[src/rtl/tsense_post.sv]
// tsense_post: post-processing for the temperature pulse counter.
// Boxcar moving average over D = 2^AVG_LOG2 window counts, valid/ready result
// output with sticky overrun flag, and a hysteretic over-temperature alarm.
//
// Optional feature macro: TSENSE_MINMAX_EN enables min/max result tracking.
// Without it min_o/max_o are tied to 8'hFF/8'h00.
//
// Ports:
//   clk          in   single clock, posedge
//   rst_n        in   asynchronous active-low reset
//   cnt_i        in   [7:0] completed window count
//   cnt_valid_i  in   one-cycle strobe qualifying cnt_i
//   temp_o       out  [7:0] averaged temperature code
//   temp_valid_o out  temp_o holds an unconsumed result
//   temp_ready_i in   consumer accepts on temp_valid_o & temp_ready_i
//   alarm_o      out  over-temperature flag with hysteresis
//   overrun_o    out  sticky: a result was replaced before being consumed
//   ovr_clr_i    in   clears overrun_o (a simultaneous set wins)
//   min_o        out  [7:0] minimum averaged code since reset
//   max_o        out  [7:0] maximum averaged code since reset
module tsense_post #(
   parameter int AVG_LOG2 = 2,
   parameter int ALARM_HI = 200,
   parameter int ALARM_LO = 180
) (
   input  logic       clk,
   input  logic       rst_n,
   input  logic [7:0] cnt_i,
   input  logic       cnt_valid_i,
   output logic [7:0] temp_o,
   output logic       temp_valid_o,
   input  logic       temp_ready_i,
   output logic       alarm_o,
   output logic       overrun_o,
   input  logic       ovr_clr_i,
   output logic [7:0] min_o,
   output logic [7:0] max_o
);

   localparam int D  = 1 << AVG_LOG2;
   localparam int SW = 8 + AVG_LOG2;
   localparam logic [AVG_LOG2-1:0] FILL_LAST = AVG_LOG2'(D - 1);
   localparam logic [AVG_LOG2-1:0] PTR_ONE   = AVG_LOG2'(1);
   localparam logic [7:0]          HI_CODE   = 8'(ALARM_HI);
   localparam logic [7:0]          LO_CODE   = 8'(ALARM_LO);

   typedef enum logic [0:0] {
      WARMUP = 1'b0,
      RUN    = 1'b1
   } state_t;

   state_t              state_r, state_s;
   logic [7:0]          buf_r [D];
   logic [AVG_LOG2-1:0] wr_ptr_r;
   logic [AVG_LOG2-1:0] fill_r;
   logic [SW-1:0]       sum_r, sum_s;
   logic                res_pend_r, res_pend_s;
   logic [7:0]          oldest_s;
   logic [7:0]          result_s;
   logic [7:0]          temp_r;
   logic                temp_valid_r;
   logic                alarm_r;
   logic                overrun_r;

   // Next state, oldest sample to retire, and whether this sample yields a result.
   always_comb begin
      state_s    = state_r;
      res_pend_s = 1'b0;
      oldest_s   = 8'h00;
      case (state_r)
         WARMUP: begin
            // Buffer slots are not yet part of the window, so nothing retires.
            oldest_s = 8'h00;
            if (cnt_valid_i && (fill_r == FILL_LAST)) begin
               state_s    = RUN;
               res_pend_s = 1'b1;
            end else begin
               state_s    = WARMUP;
               res_pend_s = 1'b0;
            end
         end
         RUN: begin
            // The write slot holds the sample that falls out of the window.
            oldest_s   = buf_r[wr_ptr_r];
            res_pend_s = cnt_valid_i;
            state_s    = RUN;
         end
         default: begin
            state_s    = WARMUP;
            res_pend_s = 1'b0;
            oldest_s   = 8'h00;
         end
      endcase
   end

   // Running window sum after adding the new sample and retiring the oldest.
   always_comb begin
      sum_s = sum_r + {{AVG_LOG2{1'b0}}, cnt_i} - {{AVG_LOG2{1'b0}}, oldest_s};
   end

   assign result_s = sum_r[SW-1:AVG_LOG2];

   // Sample stage: buffer, pointer, fill count, running sum and state.
   always_ff @(posedge clk or negedge rst_n) begin
      if (!rst_n) begin
         state_r    <= WARMUP;
         wr_ptr_r   <= '0;
         fill_r     <= '0;
         sum_r      <= '0;
         res_pend_r <= 1'b0;
         for (int i = 0; i < D; i++) begin
            buf_r[i] <= 8'h00;
         end
      end else begin
         state_r    <= state_s;
         res_pend_r <= res_pend_s;
         if (cnt_valid_i) begin
            buf_r[wr_ptr_r] <= cnt_i;
            wr_ptr_r        <= wr_ptr_r + PTR_ONE;
            sum_r           <= sum_s;
            if (state_r == WARMUP) begin
               fill_r <= fill_r + PTR_ONE;
            end else begin
               fill_r <= fill_r;
            end
         end else begin
            wr_ptr_r <= wr_ptr_r;
            sum_r    <= sum_r;
            fill_r   <= fill_r;
         end
      end
   end

   // Result stage: output register, valid/ready handshake and alarm hysteresis.
   always_ff @(posedge clk or negedge rst_n) begin
      if (!rst_n) begin
         temp_r       <= 8'h00;
         temp_valid_r <= 1'b0;
         alarm_r      <= 1'b0;
      end else if (res_pend_r) begin
         // A load keeps valid high even when the old result is consumed now.
         temp_r       <= result_s;
         temp_valid_r <= 1'b1;
         if (result_s >= HI_CODE) begin
            alarm_r <= 1'b1;
         end else if (result_s <= LO_CODE) begin
            alarm_r <= 1'b0;
         end else begin
            alarm_r <= alarm_r;
         end
      end else if (temp_valid_r && temp_ready_i) begin
         temp_valid_r <= 1'b0;
      end else begin
         temp_valid_r <= temp_valid_r;
      end
   end

   // Sticky overrun: set on overwrite of an unconsumed result, set beats clear.
   always_ff @(posedge clk or negedge rst_n) begin
      if (!rst_n) begin
         overrun_r <= 1'b0;
      end else if (res_pend_r && temp_valid_r && !temp_ready_i) begin
         overrun_r <= 1'b1;
      end else if (ovr_clr_i) begin
         overrun_r <= 1'b0;
      end else begin
         overrun_r <= overrun_r;
      end
   end

   assign temp_o       = temp_r;
   assign temp_valid_o = temp_valid_r;
   assign alarm_o      = alarm_r;
   assign overrun_o    = overrun_r;

`ifdef TSENSE_MINMAX_EN
   logic [7:0] min_r;
   logic [7:0] max_r;

   // Extreme tracking of every loaded result since reset.
   always_ff @(posedge clk or negedge rst_n) begin
      if (!rst_n) begin
         min_r <= 8'hFF;
         max_r <= 8'h00;
      end else if (res_pend_r) begin
         min_r <= (result_s < min_r) ? result_s : min_r;
         max_r <= (result_s > max_r) ? result_s : max_r;
      end else begin
         min_r <= min_r;
         max_r <= max_r;
      end
   end

   assign min_o = min_r;
   assign max_o = max_r;
`else
   assign min_o = 8'hFF;
   assign max_o = 8'h00;
`endif

endmodule
[config.mk]
export PLATFORM = sky130hd
export DESIGN_NAME = tsense_post
export DESIGN_NICKNAME = d
export VERILOG_FILES = /design/src/rtl/tsense_post.sv
export SDC_FILE = /design/constraint.sdc
export NUM_CORES = 1
export LEC_CHECK = 0
export ABC_AREA = 1
export BUFFER_PORTS_ARGS = -buffer_cell sky130_fd_sc_hd__buf_2
export CAP_MARGIN = 20
export CORE_MARGIN = 5
export CORE_UTILIZATION = 45
export CTS_CLUSTER_DIAMETER = 200
export CTS_CLUSTER_SIZE = 40
export DETAILED_ROUTE_END_ITERATION = 10
export PLACE_DENSITY = 0.71
export SYNTH_ARGS = -nofsm -noshare
export SYNTH_HDL_FRONTEND = slang
export SYNTH_SLANG_ARGS = --single-unit
[constraint.sdc]
create_clock -name clk -period 7.8 [get_ports clk]
set_clock_uncertainty 0.1 [all_clocks]
set_input_delay 0.39 -clock clk [delete_from_list [all_inputs] [get_ports clk]]
set_output_delay 0.39 -clock clk [all_outputs]
set_load 0.05 [all_outputs]
==> summary.md <==
| Metric | Value |
|---|---|
| Status | completed |
| Port Buffers | 23 |
| Share of layout cells above drive strength 1 | 0.121 |
| CTS Buffer Depth | 2 |
| Startpoint Class | flip-flop |
| Mapped Area | ~0.0033 sq mm |
| Worst rel slew slack | 0.513 |
| Worst Hold Class | in2async |
| # resized after CTS | 0 |
| H-tree depth | 3 |
| Ys Warns | 0 |
| Tcrit/Tclk final | 0.398 |
| Root Driver | clkbuf_8 |
| Largest net degree at the start of global routing | 60 |
| Post-Route WL | 6680 um |
| Starting density of the core | 0.461 |
| Setup Buffers After CTS | 0 |
| Area of the die | just over 0.009 sq mm |
| Post-Synthesis Cells | 404 |
| Layout fillers | between 700 and 800 |
| Avg Cell Area, Syn | ~8.3 sq um |
| Critical path cell sequence | inv_2 > o21ai_0 > a21oi_1 > ha_1 > inv_1 > ha_1 > inv_1 > fa_1 > o21ai_2 > nand2_1 > nand2_1 > nand2_1 > nand3_1 > nand2_1 |
| Vias in the first global route | 2522 |
| Most frequent cells in the layout | nand2_1 (94), o21ai_0 (59), dfrtp_1 (59) |
| CP Max Fanout | 20 |
| CP required | 7.92 ns |
| Worst path max stage delay | just over 0.7 ns |
| Crit path max-delay family | adder cells |
| Area Growth Syn to Fin | 9.76% |
| Register area | 0.00148 sq mm |
| WP buf/inv | 3 |
| Via Count | around 2600 |
| Placed Area | 0.00343 sq mm |
| Worst Reg2Reg Path Length in Cells | 14 |
| # setup viols final | 0 |
| Via density | 4.85 |
| Kind of end point of the critical path | flip-flop |
| Reg-to-reg slack, setup | 4.69 ns |
| Cell area after layout | 0.00367 sq mm |
| RSZ-0062 raised after global routing | false |
| CTS sink count | 59 |
| Std-Cell Core Area | 0.00725 sq mm |
| Setup ws final | roughly 4.7 ns |
| Drt pass-1 iters | 4 |
| Final net count | around 460 |
| Clk_lat worst skew | roughly 0.35 ns |
| WS Path Type | reg2reg |
| Netlist cell types | 30 |
| Synth area leader | dfrtp_1 |
| Cts hold-fix bufs | 0 |
| Post-DP HPWL | 4910 um |
| RePlAce Congestion | 0.811 |
| Die width | 96.2 um |
| Crit path DAT | between 3 and 4 ns |
| # diodes | 0 |
| Reg2reg end | sum_r[8]$_DFFE_PN0P_ |
| Boundary pin count | 40 |
| CP max stage cell | dfrtp_1 |
| FP Rows | 31 |
| CTS tree | built |
| Setup TNS | 0 ns |
| Clock transition at path regs | 0.08 ns |
| Grt total ovfl | 0 |
| Slew @ Worst Pin | 0.730 ns |
| Leading cell type in the layout, fill and taps excluded | nand2_1 |
| Worst flop-to-flop path startpoint | wr_ptr_r[0]$_DFFE_PN0P_ |
| Max Slew Vio Count | 0 |
| DRC | 0 |
| Min Clock Period, post-route | roughly 3.1 ns |
| DRT iter0 DRCs | 74 |
| Routed Antenna Nets | 0 |
| Multi-input gate area | about 0.0015 sq mm |
| Pre-CTS setup slack | 4.70 ns |
| Count of final hold-check violations | 0 |
| Drt wl/cell | 12.6 um |
| Initial antenna violation count | 0 |
| CTS buffer count | 9 |
| Synth top area cells | dfrtp_1 (44%), nand2_1 (11%), o21ai_0 (8.8%) |
| GRT Total Usage | 0.166 |
| Final hold slack | roughly 0.09 ns |
| Yosys reg bits | 59 |
| Die Span Y | 96.2 um |
| Critical path's most frequent cell | nand2_1 |
| Max-cap violations | 0 |
| Highest clock rate | 322 MHz |
| First-pass GRT wire length | 11600 um |
| Area share of the largest cell type after synthesis | 0.441 |
| Post-synthesis sequential area ratio | 0.441 |
[metrics by stage]
| stage | util | std cells |
|---|---|---|
| after floorplan | - | 418 |
| after global placement | 0.474 | 513 |
| after detailed placement | 0.474 | 513 |
| after CTS | 0.506 | 529 |
| after global routing | 0.506 | 529 |
| final | 0.506 | 529 |
[worst register-to-register path, cell delays in order, from the launching register on]
cell and delay (ns):
dfrtp_1 0.71, inv_2 0.26, o21ai_0 0.23, a21oi_1 0.12, ha_1 0.29, inv_1 0.05, ha_1 0.18, inv_1 0.06
fa_1 0.42, o21ai_2 0.23, nand2_1 0.10, nand2_1 0.08, nand2_1 0.04, nand3_1 0.06, nand2_1 0.06
[synthesized netlist by cell type]
| master | n |
|---|---|
| fa_1 | 8 |
| nand2_4 | 2 |
| nand3_1 | 10 |
| mux2_2 | 1 |
| o21ai_2 | 1 |
| nand4_1 | 1 |
| nor2_1 | 40 |
| nor2_2 | 1 |
| o21ai_0 | 59 |
| o21a_1 | 1 |
| o311ai_0 | 1 |
| buf_4 | 19 |
| o22ai_1 | 2 |
| nand2_2 | 2 |
| nand2_1 | 94 |
| xor2_1 | 1 |
| or2_2 | 2 |
| xnor2_1 | 2 |
| ha_1 | 17 |
| inv_2 | 4 |
| conb_1 | 2 |
| nand3b_1 | 2 |
| dfrtp_1 | 59 |
| inv_1 | 45 |
| buf_2 | 3 |
| buf_6 | 4 |
| clkbuf_1 | 2 |
| a31oi_1 | 1 |
| o21ai_1 | 4 |
| a21oi_1 | 14 |
[flip-flops by register name, indices dropped and copies added, names as in the netlist]
signal / count
buf_r: 32
sum_r: 10
temp_o: 8
fill_r: 2
wr_ptr_r: 2
alarm_o: 1
overrun_o: 1
res_pend_r: 1
state_r: 1
temp_valid_o: 1
[layout make-up]
| cell class | count | area share |
|---|---|---|
| Clock inverter | 3 | 0.0187 |
| Tap cell | 99 | 0.0337 |
| Multi-Input combinational cell | 282 | 0.416 |
| Timing Repair Buffer | 24 | 0.0334 |
| Clock buffer | 13 | 0.0460 |
| Sequential cell | 59 | 0.402 |
| Inverter | 49 | 0.0501 |
[how the worst max path moves through the flow]
| stage | from | to | slack (ns) | depth (start not counted) |
|---|---|---|---|---|
| 6_report | wr_ptr_r[0]$_DFFE_PN0P_ | sum_r[8]$_DFFE_PN0P_ | 4.69 | 14 |
| 5_1_grt | wr_ptr_r[0]$_DFFE_PN0P_ | sum_r[7]$_DFFE_PN0P_ | 4.40 | 12 |
| 4_1_cts | wr_ptr_r[0]$_DFFE_PN0P_ | sum_r[8]$_DFFE_PN0P_ | 4.69 | 14 |
| 3_5_place_dp | wr_ptr_r[0]$_DFFE_PN0P_ | sum_r[8]$_DFFE_PN0P_ | 4.70 | 14 |
| 3_3_place_gp | wr_ptr_r[0]$_DFFE_PN0P_ | sum_r[8]$_DFFE_PN0P_ | 4.79 | 14 |
| 2_1_floorplan | wr_ptr_r[0]$_DFFE_PN0P_ | sum_r[8]$_DFFE_PN0P_ | 5.17 | 13 |
[routing by layer]
| metal | wire length, um | share of wire | vias to the layer above | GRT usage |
|---|---|---|---|---|
| met4 | 105 | 0.016 | 0 | 0.0687 |
| met3 | 327 | 0.049 | 11 | 0.0383 |
| met5 | 0 | 0 | - | 0 |
| met1 | 3190 | 0.48 | 1209 | 0.220 |
| met2 | 3050 | 0.46 | 53 | 0.260 |
| li1 | - | - | 1291 | - |
[logic make-up (layout without fill, tap and decap cells)]
logic type,after synthesis,in the layout,synth area share
simple gates,154,154,0.188
compound gates,83,83,0.128
buf+inv,77,89,0.118
flops,59,59,0.441
fa+ha+maj,25,25,0.111
xor+xnor,3,3,0.00785
other cells,2,16,0.00224
mux,1,1,0.00337
Power is left out: the tool's default activity adds up to more than one toggle a clock period on the data nets, which glitch-free logic cannot reach.
